`src/rtl/mux_arb_pkg.sv`:
```
// Shared definitions for the virtual-channel mux/arbiter.
//   arb_mode_e : arbitration policy encodings (fixed priority / round-robin)
//   idx_width  : bit width needed to hold an index in 0..n-1 (at least 1)
package mux_arb_pkg;

  typedef enum logic {
    ARB_FIXED = 1'b0,
    ARB_RR    = 1'b1
  } arb_mode_e;

  function automatic int unsigned idx_width(input int unsigned n);
    return (n > 1) ? $clog2(n) : 1;
  endfunction

endpackage

```
`src/rtl/mux_arb_vc_rr_arbiter.sv`:
```
// rr_arbiter: one-hot request arbiter with fixed-priority and round-robin modes.
// Ports:
//   clk, reset_L : clock, asynchronous active-low reset
//   req          : per-requester request vector
//   enable       : when low, no grant is issued
//   mode         : ARB_FIXED (lowest index wins) or ARB_RR (rotating start)
//   grant        : combinational one-hot grant, all-zero when nothing wins
// The last_grant register resets to NUM_REQ-1 so requester 0 is searched
// first after reset, and it only moves on cycles that produce a grant.
module rr_arbiter
  import mux_arb_pkg::*;
#(
  parameter int unsigned NUM_REQ = 4
) (
  input  logic               clk,
  input  logic               reset_L,
  input  logic [NUM_REQ-1:0] req,
  input  logic               enable,
  input  arb_mode_e          mode,
  output logic [NUM_REQ-1:0] grant
);

  localparam int unsigned IW = idx_width(NUM_REQ);

  logic [IW-1:0]      last_grant;
  logic [IW-1:0]      start_idx;
  logic [IW-1:0]      grant_idx;
  logic               found;
  int unsigned        cand;
  logic [NUM_REQ-1:0] cand_oh;

  always_comb begin
    if (mode == ARB_RR) begin
      start_idx = (last_grant == IW'(NUM_REQ - 1)) ? '0 : last_grant + 1'b1;
    end else begin
      start_idx = '0;
    end
  end

  // Scan NUM_REQ candidates starting at start_idx, wrapping past the top;
  // the first requesting candidate wins.
  always_comb begin
    grant     = '0;
    grant_idx = last_grant;
    found     = 1'b0;
    cand      = 0;
    cand_oh   = '0;
    for (int unsigned k = 0; k < NUM_REQ; k++) begin
      cand = int'(start_idx) + k;
      if (cand >= NUM_REQ) begin
        cand = cand - NUM_REQ;
      end
      cand_oh = NUM_REQ'(1) << cand;
      if (!found && enable && (|(req & cand_oh))) begin
        found     = 1'b1;
        grant     = cand_oh;
        grant_idx = IW'(cand);
      end
    end
  end

  always_ff @(posedge clk or negedge reset_L) begin
    if (!reset_L) begin
      last_grant <= IW'(NUM_REQ - 1);
    end else if (found) begin
      last_grant <= grant_idx;
    end
  end

endmodule

```
`src/rtl/mux_arb_vc.sv`:
```
// mux_arb_vc: arbitrates NUM_VC upstream FIFOs onto one registered output.
// Ports:
//   clk             : clock, rising edge
//   reset_L         : asynchronous active-low reset
//   fifo_empty      : per-channel empty flags
//   fifo_data       : packed read data, channel i at [i*DATA_SIZE +: DATA_SIZE],
//                     valid the cycle after that channel is popped
//   dst_almost_full : back-pressure, blocks new pops only
//   pop             : combinational one-hot pop request
//   data_out        : registered selected word (zero when idle)
//   valid_out       : registered, one cycle per delivered word
//   grant_vc        : registered channel index of data_out (held when idle)
// Pipeline: pop (cycle t) -> pop_d (t+1, FIFO data valid) -> outputs (t+2).
module mux_arb_vc
  import mux_arb_pkg::*;
#(
  parameter int unsigned DATA_SIZE = 6,
  parameter int unsigned NUM_VC    = 4,
  parameter int unsigned ARB_MODE  = 1
) (
  input  logic                          clk,
  input  logic                          reset_L,
  input  logic [NUM_VC-1:0]             fifo_empty,
  input  logic [NUM_VC*DATA_SIZE-1:0]   fifo_data,
  input  logic                          dst_almost_full,
  output logic [NUM_VC-1:0]             pop,
  output logic [DATA_SIZE-1:0]          data_out,
  output logic                          valid_out,
  output logic [idx_width(NUM_VC)-1:0]  grant_vc
);

  localparam int unsigned IW   = idx_width(NUM_VC);
  localparam arb_mode_e   MODE = (ARB_MODE == 0) ? ARB_FIXED : ARB_RR;

  logic [NUM_VC-1:0]    eligible;
  logic [NUM_VC-1:0]    pop_d;
  logic [IW-1:0]        sel_idx;
  logic [DATA_SIZE-1:0] sel_data;

  assign eligible = ~fifo_empty & {NUM_VC{~dst_almost_full}};

  // Gating enable with reset_L keeps pop quiet while reset is held.
  rr_arbiter #(
    .NUM_REQ (NUM_VC)
  ) u_arb (
    .clk     (clk),
    .reset_L (reset_L),
    .req     (eligible),
    .enable  (reset_L),
    .mode    (MODE),
    .grant   (pop)
  );

  always_comb begin
    sel_idx  = '0;
    sel_data = '0;
    for (int unsigned i = 0; i < NUM_VC; i++) begin
      if (|(pop_d & (NUM_VC'(1) << i))) begin
        sel_idx  = IW'(i);
        sel_data = DATA_SIZE'(fifo_data >> (i * DATA_SIZE));
      end
    end
  end

  always_ff @(posedge clk or negedge reset_L) begin
    if (!reset_L) begin
      pop_d     <= '0;
      data_out  <= '0;
      valid_out <= 1'b0;
      grant_vc  <= '0;
    end else begin
      pop_d <= pop;
      if (|pop_d) begin
        data_out  <= sel_data;
        grant_vc  <= sel_idx;
        valid_out <= 1'b1;
      end else begin
        data_out  <= '0;
        valid_out <= 1'b0;
      end
    end
  end

endmodule

```
`config.mk`:
```
export PLATFORM = sky130hd
export DESIGN_NAME = mux_arb_vc
export DESIGN_NICKNAME = d
export VERILOG_FILES = /design/src/rtl/mux_arb_pkg.sv /design/src/rtl/mux_arb_vc_rr_arbiter.sv /design/src/rtl/mux_arb_vc.sv
export SDC_FILE = /design/constraint.sdc
export NUM_CORES = 1
export LEC_CHECK = 0
export BUFFER_PORTS_ARGS = -buffer_cell sky130_fd_sc_hd__buf_2
export CAP_MARGIN = 0
export CORE_ASPECT_RATIO = 1.2
export CORE_MARGIN = 1.5
export CORE_UTILIZATION = 43
export DETAILED_ROUTE_END_ITERATION = 7
export HOLD_SLACK_MARGIN = 0.08
export PLACE_DENSITY = 0.76
export SYNTH_ARGS = -nofsm -noshare
export SYNTH_HDL_FRONTEND = slang
export SYNTH_SLANG_ARGS = --single-unit
```
`constraint.sdc`:
```
create_clock -name clk -period 2.5 [get_ports clk]
set_clock_uncertainty 0.15 [all_clocks]
set_input_delay 0.75 -clock clk [delete_from_list [all_inputs] [get_ports clk]]
set_output_delay 0.75 -clock clk [all_outputs]
set_load 0.1 [all_outputs]
```
==> results.sh, run 1 <==
export IMPL_status="finished, violations left"
export IMPL_violations="negative setup slack"
export IMPL_clockBufferDepth=2
export IMPL_syn_nets=150
export IMPL_path_clk_slew_ns=0.08
export IMPL_yosysTopAreaCellShare=0.307
export IMPL_dp_hpwl_um=2660
export IMPL_ys_top_cells_by_area="dfrtp_1 31%, ha_1 9.4%, nand2b_1 8.3%, a21oi_1 5.7%, dfstp_2 5.0%"
export IMPL_crit_chain="buf_4 -> ha_4 -> nand2b_1 -> o2111a_2 -> nand2_4 -> nor3_4 -> buf_6 -> a221o_4 -> buf_12"
export IMPL_cellLeakagePower_nw=0.825
export IMPL_drtIter0Drc=50
export IMPL_crit_path_start_kind="flip-flop"
export IMPL_gp_congestion=0.842
export IMPL_slowest_stage="dfstp_2"
export IMPL_max_slew_margin_rel=0.657
export IMPL_rr_endpoint="u_arb.last_grant[1]"
export IMPL_ys_seq_elements=15
export IMPL_power_density_nw_per_um2=1310
export IMPL_worstRegToRegCells=8
export IMPL_io_buffer_count=43
export IMPL_multi_input_area_um2=791
export IMPL_grt_start_max_net_pins=10
export IMPL_cp_required_ns=1.60
export IMPL_dieArea_um2=2780
export IMPL_n_fill_cell=171
export IMPL_final_period_utilization=1.28
export IMPL_io_pins=44
export IMPL_insertion_delay_ns=0.28
export IMPL_synth_edf_count=0
export IMPL_die_width_um=48.3
export IMPL_path_class="flip-flop to primary output"
export IMPL_synth_largest_area_cell="dfrtp_1"
export IMPL_min_period_ns=3.21
export IMPL_antenna_found_initial=0
export IMPL_ff2ff_setup_slack_ns=0.18
export IMPL_htree_levels=1
export IMPL_max_clock_freq_mhz=312
export IMPL_cts_tree="done"
export IMPL_final_util=0.772
export IMPL_setup_viol=4
export IMPL_grt_util_all_layers=0.261
export IMPL_grt_pass1_vias=1279
export IMPL_grt_ovfl_total=0
export IMPL_synthCells=111
export IMPL_syn_area_per_cell_um2=9.56
export IMPL_ir_drop_mv=0.788
export IMPL_cts_sinks=15
export IMPL_worst_pin_slew_ns=0.512
export IMPL_synth_flop_cell="dfrtp_1"
export IMPL_vias=1225
export IMPL_worst_slack_ns=-0.707
export IMPL_slew_violations=0
export IMPL_wire_per_inst_um=15.4
export IMPL_hold_class="input port to asynchronous set/reset pin"
export IMPL_pre_cts_slack_ns=-0.522
export IMPL_max_stage_delay_ns=0.59
export IMPL_area_delta_synth_final_pct=67.8
export IMPL_grt_pass1_wl_um=5610
export IMPL_maxCapViolations=0
export IMPL_synth_cell_types=32
export IMPL_cp_arrival_ns=2.31
export IMPL_ys_warn_count=0
export IMPL_reg2reg_from="u_arb.last_grant[0]"
export IMPL_clock_root_buffer="clkbuf_4"
export IMPL_rsz0062_at_grt="true"
export IMPL_cts_buffers=3
export IMPL_num_rows=19
export IMPL_ys_seq_area_frac=0.356
export IMPL_drt_wl_total_um=3380
export IMPL_fp_coreArea_um2=2310
export IMPL_ctsHoldBuffers=0
export IMPL_viasPerCell=5.57
export IMPL_p_total_mw=2.33
export IMPL_ant_nets=0
export IMPL_hold_viol_final=0
export IMPL_dr_pass1_iters=4
export IMPL_synthArstFlopShare=1.00
export IMPL_fin_nets=229
export IMPL_insertedDiodeCount=0
export IMPL_fp_dieH_um=57.4
export IMPL_syn_cell_area_um2=1060
export IMPL_drc=0
export IMPL_regArea_um2=378
export IMPL_worst_setup_path_end_kind="primary output"
export IMPL_critPathMaxFanout=5
export IMPL_start_util=0.460
export IMPL_drive_above_1_share=0.556
-- worst max-delay path by stage --
stage                                   start  endpoint
after floorplan           u_arb.last_grant[1]    pop[0]
after global placement          fifo_empty[1]    pop[2]
after detailed placement        fifo_empty[1]    pop[0]
after CTS                 u_arb.last_grant[0]    pop[0]
after global routing      u_arb.last_grant[1]    pop[0]
final                     u_arb.last_grant[0]    pop[0]
-- cell usage after synthesis, types with 2 or more instances --
| cell type | n |
|---|---|
| nand2b_1 | 14 |
| dfrtp_1 | 13 |
| a21oi_1 | 12 |
| nand2_1 | 9 |
| ha_1 | 8 |
| a22oi_1 | 6 |
| o22ai_1 | 6 |
| nand3_1 | 5 |
| nor2_1 | 5 |
| a221o_1 | 4 |
| inv_1 | 4 |
| a211oi_1 | 2 |
| and4_1 | 2 |
| dfstp_2 | 2 |
| o21ai_0 | 2 |
-- cell type report --
cell class,instances,share of cell area
Timing Repair Buffer,75,0.294
Multi-Input combinational cell,90,0.444
Inverter,5,0.0134
Clock buffer,4,0.0148
Tap cell,31,0.0218
Sequential cell,15,0.212
-- placed cells by master (no fill, tap or decap), types with 2 or more instances in the layout --
master | synthesis | routed
buf_2 | 0 | 39
buf_4 | 0 | 30
nand2b_1 | 14 | 14
dfrtp_1 | 13 | 13
a21oi_1 | 12 | 12
nand2_1 | 9 | 9
a22oi_1 | 6 | 6
o22ai_1 | 6 | 6
nand3_1 | 5 | 5
nor2_1 | 5 | 5
ha_4 | 0 | 5
a221o_4 | 0 | 4
buf_12 | 0 | 4
clkbuf_4 | 0 | 3
inv_4 | 0 | 2
o2111a_2 | 1 | 2
inv_1 | 4 | 2
and4_1 | 2 | 2
a211oi_1 | 2 | 2
o21ai_0 | 2 | 2
ha_2 | 0 | 2
buf_6 | 0 | 2
dfstp_2 | 2 | 2
-- registers in the layout, summed over array words and instances, names as in the netlist --
name	count
grant_vc	2
data_out	6
valid_out	1
u_arb.last_grant	2
pop_d	4
-- worst max-delay path: cells and delay by family, from the launching register on --
family | cells | cell delay (ns)
compound gates | 2 | 0.57
fa+ha+maj | 1 | 0.15
buf+inv | 3 | 0.46
flops | 1 | 0.59
simple gates | 3 | 0.24
-- cells by family (layout without fill, tap and decap cells) --
kind of cell / after synthesis / after routing / share of synthesized area
compound gates: 41 / 41 / 0.309
mux: 1 / 1 / 0.0141
fa+ha+maj: 8 / 8 / 0.0943
buf+inv: 6 / 84 / 0.0212
flops: 15 / 15 / 0.356
simple gates: 40 / 40 / 0.205
-- per-stage QoR --
| step | setup TNS [ns] | std cells | hold WS [ns] | area, um2 |
|---|---|---|---|---|
| 6_report | -2.81 | 220 | 0.250 | 1780 |
| 3_3_place_gp | -1.88 | 212 | 0.303 | 1660 |
| 4_1_cts | -2.77 | 220 | 0.241 | 1780 |
| 2_1_floorplan | -1.72 | 111 | 0.304 | 1140 |
| 5_1_grt | -3.06 | 220 | 0.250 | 1780 |
| 3_5_place_dp | -2.06 | 212 | 0.309 | 1660 |
-- per-layer routing --
layer / GRT usage / part of all wire / up-vias / wire length [um]
li1: - / - / 575 / -
met1: 0.288 / 0.39 / 596 / 1310
met2: 0.506 / 0.54 / 50 / 1840
met3: 0.0550 / 0.059 / 4 / 198
met4: 0.0735 / 0.0092 / 0 / 31
met5: 0 / 0 / - / 0
-- what timing repair did --
item / CTS / global route
pin swaps: 7 / 1
resized for setup: 12 / 1
endpoints found under the setup margin: 4 / 4
setup buffers: 4 / 0
-- report_power, final --
part	leakage (nW)	switching, mW	internal (mW)
combinational	0.617	1.11	0.684
sequential	0.193	0.0579	0.340
clock	0.0150	0.0747	0.0620
No activity file was read; power rests on OpenSTA's default activity.
==> run 2, diff against run 1 <==
- clock period: 2.5 -> 2.7 ns (I/O delays scaled with it)
==> run 2 against run 1 <==
Effect of this change:
- the run still ends with negative setup slack left
- first-iteration DRC count up 54%
- via count grew 8.4%
- sequential power decreased by 6.3%
- combinational power rose by 3%
- worst setup slack improved by 0.092 ns
- die area stayed put
- clock-buffer cell count did not move
- global-route usage up 1.3 points
- power grew 1.4%
- routed wire length rose by 22%
- critical endpoint unchanged
- largest power group unchanged
- highest routed layer unchanged
==> results.sh, run 2 (synthesis results as in run 1) <==
export IMPL_min_period_ns=3.31
export IMPL_grt_start_max_net_pins=10
export IMPL_drive_above_1_share=0.602
export IMPL_n_fill_cell=133
export IMPL_maxCapViolations=0
export IMPL_drtIter0Drc=77
export IMPL_grt_pass1_vias=1352
export IMPL_regMostFlops="data_out"
export IMPL_worst_slack_ns=-0.615
export IMPL_dieArea_um2=2780
export IMPL_gp_congestion=0.843
export IMPL_final_common_cell="buf_2"
export IMPL_area_delta_synth_final_pct=82.2
export IMPL_path_clk_slew_ns=0.09
export IMPL_grt_pass1_wl_um=5930
export IMPL_start_util=0.460
export IMPL_setup_tns_final_ns=-2.57
export IMPL_cellLeakagePower_nw=0.891
export IMPL_max_clock_freq_mhz=302
export IMPL_fin_nets=236
export IMPL_final_cell_area_um2=1930
export IMPL_cts_tree="done"
export IMPL_power_density_nw_per_um2=1220
export IMPL_viasPerCell=5.85
export IMPL_ctsHoldBuffers=0
export IMPL_crit_path_start_kind="flip-flop"
export IMPL_clockBufferDepth=2
export IMPL_path_class="flip-flop to primary output"
export IMPL_slew_violations=0
export IMPL_antenna_found_initial=0
export IMPL_num_rows=19
export IMPL_insertion_delay_ns=0.28
export IMPL_drt_wl_total_um=4110
export IMPL_fp_dieH_um=57.4
export IMPL_ir_drop_mv=0.902
export IMPL_grt_util_all_layers=0.274
export IMPL_max_slew_margin_rel=0.671
export IMPL_ant_nets=0
export IMPL_fp_coreArea_um2=2310
export IMPL_dpl_instance_area_um2=1660
export IMPL_hold_viol_final=0
export IMPL_worst_setup_path_end_kind="primary output"
export IMPL_reg_top3="data_out x6, pop_d x4"
export IMPL_setup_viol=5
export IMPL_cp_required_ns=1.74
export IMPL_grt_ovfl_total=0
export IMPL_worstRegToRegCells=14
export IMPL_pre_cts_slack_ns=-0.449
export IMPL_htree_levels=1
export IMPL_final_cell_mix="39 x buf_2, 27 x buf_4, 13 x dfrtp_1"
export IMPL_wire_per_inst_um=18.1
export IMPL_io_buffer_count=43
export IMPL_dp_hpwl_um=2680
export IMPL_whs_ns=0.326
export IMPL_dr_pass1_iters=4
export IMPL_cts_buffers=3
export IMPL_final_util=0.838
export IMPL_rsz0062_at_grt="true"
export IMPL_critPathMaxFanout=5
export IMPL_clock_root_buffer="clkbuf_4"
export IMPL_insertedDiodeCount=0
export IMPL_cp_arrival_ns=2.35
export IMPL_final_period_utilization=1.23
export IMPL_io_pins=44
export IMPL_status="finished, violations left"
export IMPL_hold_class="input port to asynchronous set/reset pin"
export IMPL_die_width_um=48.3
export IMPL_vias=1328
export IMPL_worst_pin_slew_ns=0.492
export IMPL_largest_reg_flops=6
export IMPL_cts_sinks=15
export IMPL_drc=0
export IMPL_violations="negative setup slack"
## run 2: power by group
| part | total [mW] | switching (mW) | internal, mW |
|---|---|---|---|
| clock | 0.128 | 0.0710 | 0.0572 |
| combinational | 1.86 | 1.13 | 0.732 |
| sequential | 0.373 | 0.0585 | 0.315 |
## run 2: repair_timing
item,CTS,global route
setup endpoints to repair,4,6
pin swaps,9,6
endpoints found under the hold margin,0,0
cloned,0,0
resized for setup,12,20
buffers inserted,14,0
## run 2: cell type report
cell class | instances | area (um2) | share of cell area
Sequential cell | 15 | 378 | 0.195
Clock buffer | 4 | 26.3 | 0.0136
Inverter | 5 | 23.8 | 0.0123
Multi-Input combinational cell | 90 | 853 | 0.441
Timing Repair Buffer | 82 | 613 | 0.317
Tap cell | 31 | 38.8 | 0.0201
## run 2: path summary, 6_finish.rpt
kind                                startpoint                   to  slack [ns]
max in group asynchronous              reset_L  u_arb.last_grant[1]        1.78
setup reg to reg           u_arb.last_grant[1]  u_arb.last_grant[1]       -0.12
min in group clk                   grant_vc[1]          grant_vc[1]        0.33
hold reg to reg                    grant_vc[1]          grant_vc[1]        0.33
setup / recovery           u_arb.last_grant[1]               pop[0]       -0.61
hold / removal                         reset_L             pop_d[1]        0.33
## run 2: per-layer routing
layer  wire length [um]  global-route usage
met5                  0                   0
met4                 77              0.0939
met3                336              0.0471
met2               2130               0.512
met1               1570               0.318
## run 2: per-stage QoR
stage / total power, mW / instances
6_report: 2.36 / 227
3_5_place_dp: 1.92 / 212
2_1_floorplan: 1.41 / 111
5_1_grt: 2.47 / 227
3_3_place_gp: 1.87 / 212
4_1_cts: 2.17 / 230
## run 2: worst max-delay path, cell delays in order, from the launching register on
cell and delay [ns]:
dfstp_2 0.60, inv_4 0.08, ha_4 0.18, nand2b_1 0.12, o2111ai_4 0.15, a41o_2 0.30, nor3_4 0.17, buf_6 0.13
a221o_4 0.17, buf_12 0.17
==> run 3, diff against run 2 <==
- PLACE_DENSITY: 0.76 -> 0.77
==> run 3 against run 2 <==
Effect of this change:
- the run still ends with negative setup slack left
- core utilization fell by 7.9 points
- via count fell by 6.6%
- worst setup slack improved by 0.020 ns
- critical path type unchanged
- routed wire length fell by 11%
- clock power rose by 11%
- flip-flop and latch count did not move
- largest cell class unchanged
- power fell by 8.4%
- die area did not move
- register-to-register slack improved by 0.43 ns
- hold slack got worse by 0.0051 ns
==> results.sh, run 3 (synthesis results as in run 1) <==
export IMPL_final_common_cell="buf_2"
export IMPL_cts_buffers=3
export IMPL_viasPerCell=5.64
export IMPL_drtIter0Drc=62
export IMPL_drt_wl_total_um=3640
export IMPL_cts_tree="done"
export IMPL_cellLeakagePower_nw=0.827
export IMPL_io_pins=44
export IMPL_htree_levels=1
export IMPL_final_cell_mix="39 x buf_2, 32 x buf_4, 14 x nand2b_1"
export IMPL_rsz0062_at_grt="true"
export IMPL_insertedDiodeCount=0
export IMPL_hold_class="input port to asynchronous set/reset pin"
export IMPL_path_clk_slew_ns=0.10
export IMPL_max_stage_delay_ns=0.58
export IMPL_ctsHoldBuffers=0
export IMPL_pre_cts_slack_ns=-0.413
export IMPL_dp_hpwl_um=2670
export IMPL_num_rows=19
export IMPL_dr_pass1_iters=4
export IMPL_dieArea_um2=2780
export IMPL_io_buffer_count=43
export IMPL_crit_chain="inv_4 -> ha_4 -> nand2b_1 -> o2111a_2 -> nand2_4 -> nor3_4 -> a221o_4 -> buf_12"
export IMPL_n_fill_cell=166
export IMPL_gp_congestion=0.848
export IMPL_ant_nets=0
export IMPL_maxCapViolations=0
export IMPL_die_width_um=48.3
export IMPL_start_util=0.460
export IMPL_slew_violations=0
export IMPL_worstRegToRegCells=10
export IMPL_ir_drop_mv=0.914
export IMPL_drive_above_1_share=0.540
export IMPL_drc=0
export IMPL_whs_ns=0.321
export IMPL_crit_path_start_kind="flip-flop"
export IMPL_insertion_delay_ns=0.30
export IMPL_path_class="flip-flop to primary output"
export IMPL_fp_dieH_um=57.4
export IMPL_worst_setup_path_end_kind="primary output"
export IMPL_grt_util_all_layers=0.279
export IMPL_worst_pin_slew_ns=0.525
export IMPL_ff2ff_setup_slack_ns=0.31
export IMPL_wire_per_inst_um=16.6
export IMPL_cts_sinks=15
export IMPL_regMostFlops="data_out"
export IMPL_grt_pass1_wl_um=5920
export IMPL_fp_coreArea_um2=2310
export IMPL_slowest_stage="dfstp_2"
export IMPL_grt_start_max_net_pins=12
export IMPL_largest_reg_flops=6
export IMPL_clock_root_buffer="clkbuf_4"
export IMPL_power_density_nw_per_um2=1240
export IMPL_dp_cells=211
export IMPL_status="finished, violations left"
export IMPL_cp_arrival_ns=2.33
export IMPL_final_util=0.759
export IMPL_instances_no_fill=220
export IMPL_final_period_utilization=1.22
export IMPL_rr_endpoint="u_arb.last_grant[1]"
export IMPL_max_clock_freq_mhz=304
export IMPL_critPathMaxFanout=5
export IMPL_vias=1241
export IMPL_violations="negative setup slack"
export IMPL_clockBufferDepth=2
export IMPL_reg2reg_from="u_arb.last_grant[0]"
export IMPL_max_slew_margin_rel=0.648
export IMPL_reg_top3="data_out x6, pop_d x4"
export IMPL_hold_viol_final=0
export IMPL_grt_pass1_vias=1285
export IMPL_antenna_found_initial=0
export IMPL_min_period_ns=3.29
export IMPL_grt_ovfl_total=0
export IMPL_area_delta_synth_final_pct=65.0
export IMPL_cp_required_ns=1.74
export IMPL_fin_nets=229
export IMPL_setup_viol=4
export IMPL_worst_slack_ns=-0.594
==> run 3: cell count changes in the layout (fill, tap and decap cells not counted), moves of 2 or more <==
cell,before,now
nand2b_4,2,0
buf_4,27,32
buf_6,12,0
a211oi_1,0,2
a211oi_2,2,0
nand2b_1,12,14
ha_1,1,4
ha_2,2,0
==> run 3: routing by layer <==
metal / vias to the layer above / wire [um] / share of wire / global-route usage
li1: 580 / - / - / -
met1: 576 / 1390 / 0.38 / 0.315
met2: 71 / 1900 / 0.52 / 0.518
met3: 14 / 232 / 0.064 / 0.0366
met4: 0 / 116 / 0.032 / 0.139
met5: - / 0 / 0 / 0
==> run 3: area by class of cell <==
cell class	instances	area, um2	share of cell area
clock buffers	3	22.5	0.0129
clock inverters	1	5.00	0.00286
inverters	5	23.8	0.0136
multi-input cells	90	767	0.438
flip-flops and latches	15	378	0.216
well taps	31	38.8	0.0222
repair buffers	75	515	0.294
==> run 3: stage by stage <==
stage | power [mW] | area (um2) | setup TNS (ns)
2_1_floorplan | 1.41 | 1140 | -1.16
5_1_grt | 2.27 | 1750 | -2.62
3_5_place_dp | 1.92 | 1660 | -1.63
3_3_place_gp | 1.87 | 1660 | -1.51
6_report | 2.17 | 1750 | -2.35
4_1_cts | 2.11 | 1720 | -2.17
==> run 3: where the power goes <==
part	internal, mW	leakage [nW]	switching, mW
Clock	0.0554	0.0177	0.0861
Sequential	0.314	0.193	0.0519
Combinational	0.624	0.616	1.03
Total	0.994	0.827	1.17
==> run 3: worst max path at each step <==
stage | startpoint | endpoint | slack, ns | cells past startpoint
after floorplan | u_arb.last_grant[1] | pop[0] | -0.29 | 7
after global placement | fifo_empty[1] | pop[1] | -0.38 | 7
after detailed placement | fifo_empty[1] | pop[2] | -0.41 | 7
after CTS | u_arb.last_grant[0] | pop[1] | -0.55 | 8
after global routing | u_arb.last_grant[1] | pop[2] | -0.66 | 8
final | u_arb.last_grant[1] | pop[1] | -0.59 | 8
==> run 3: what timing repair did <==
item                       4_1_cts  5_1_grt
cloned                           0        0
pin swaps                        8        1
setup buffers                    4        1
resized for setup                2        3
setup endpoints to repair        4        4
hold endpoints to repair         0        0
==> run 3: critical path, delay by kind of cell, from the launching register on <==
family,cells,cell delay [ns]
and+or+nand+nor,3,0.52
DFF,1,0.58
adders and majority gates,1,0.17
buffers and inverters,2,0.24
AOI/OAI and AO/OA,2,0.52
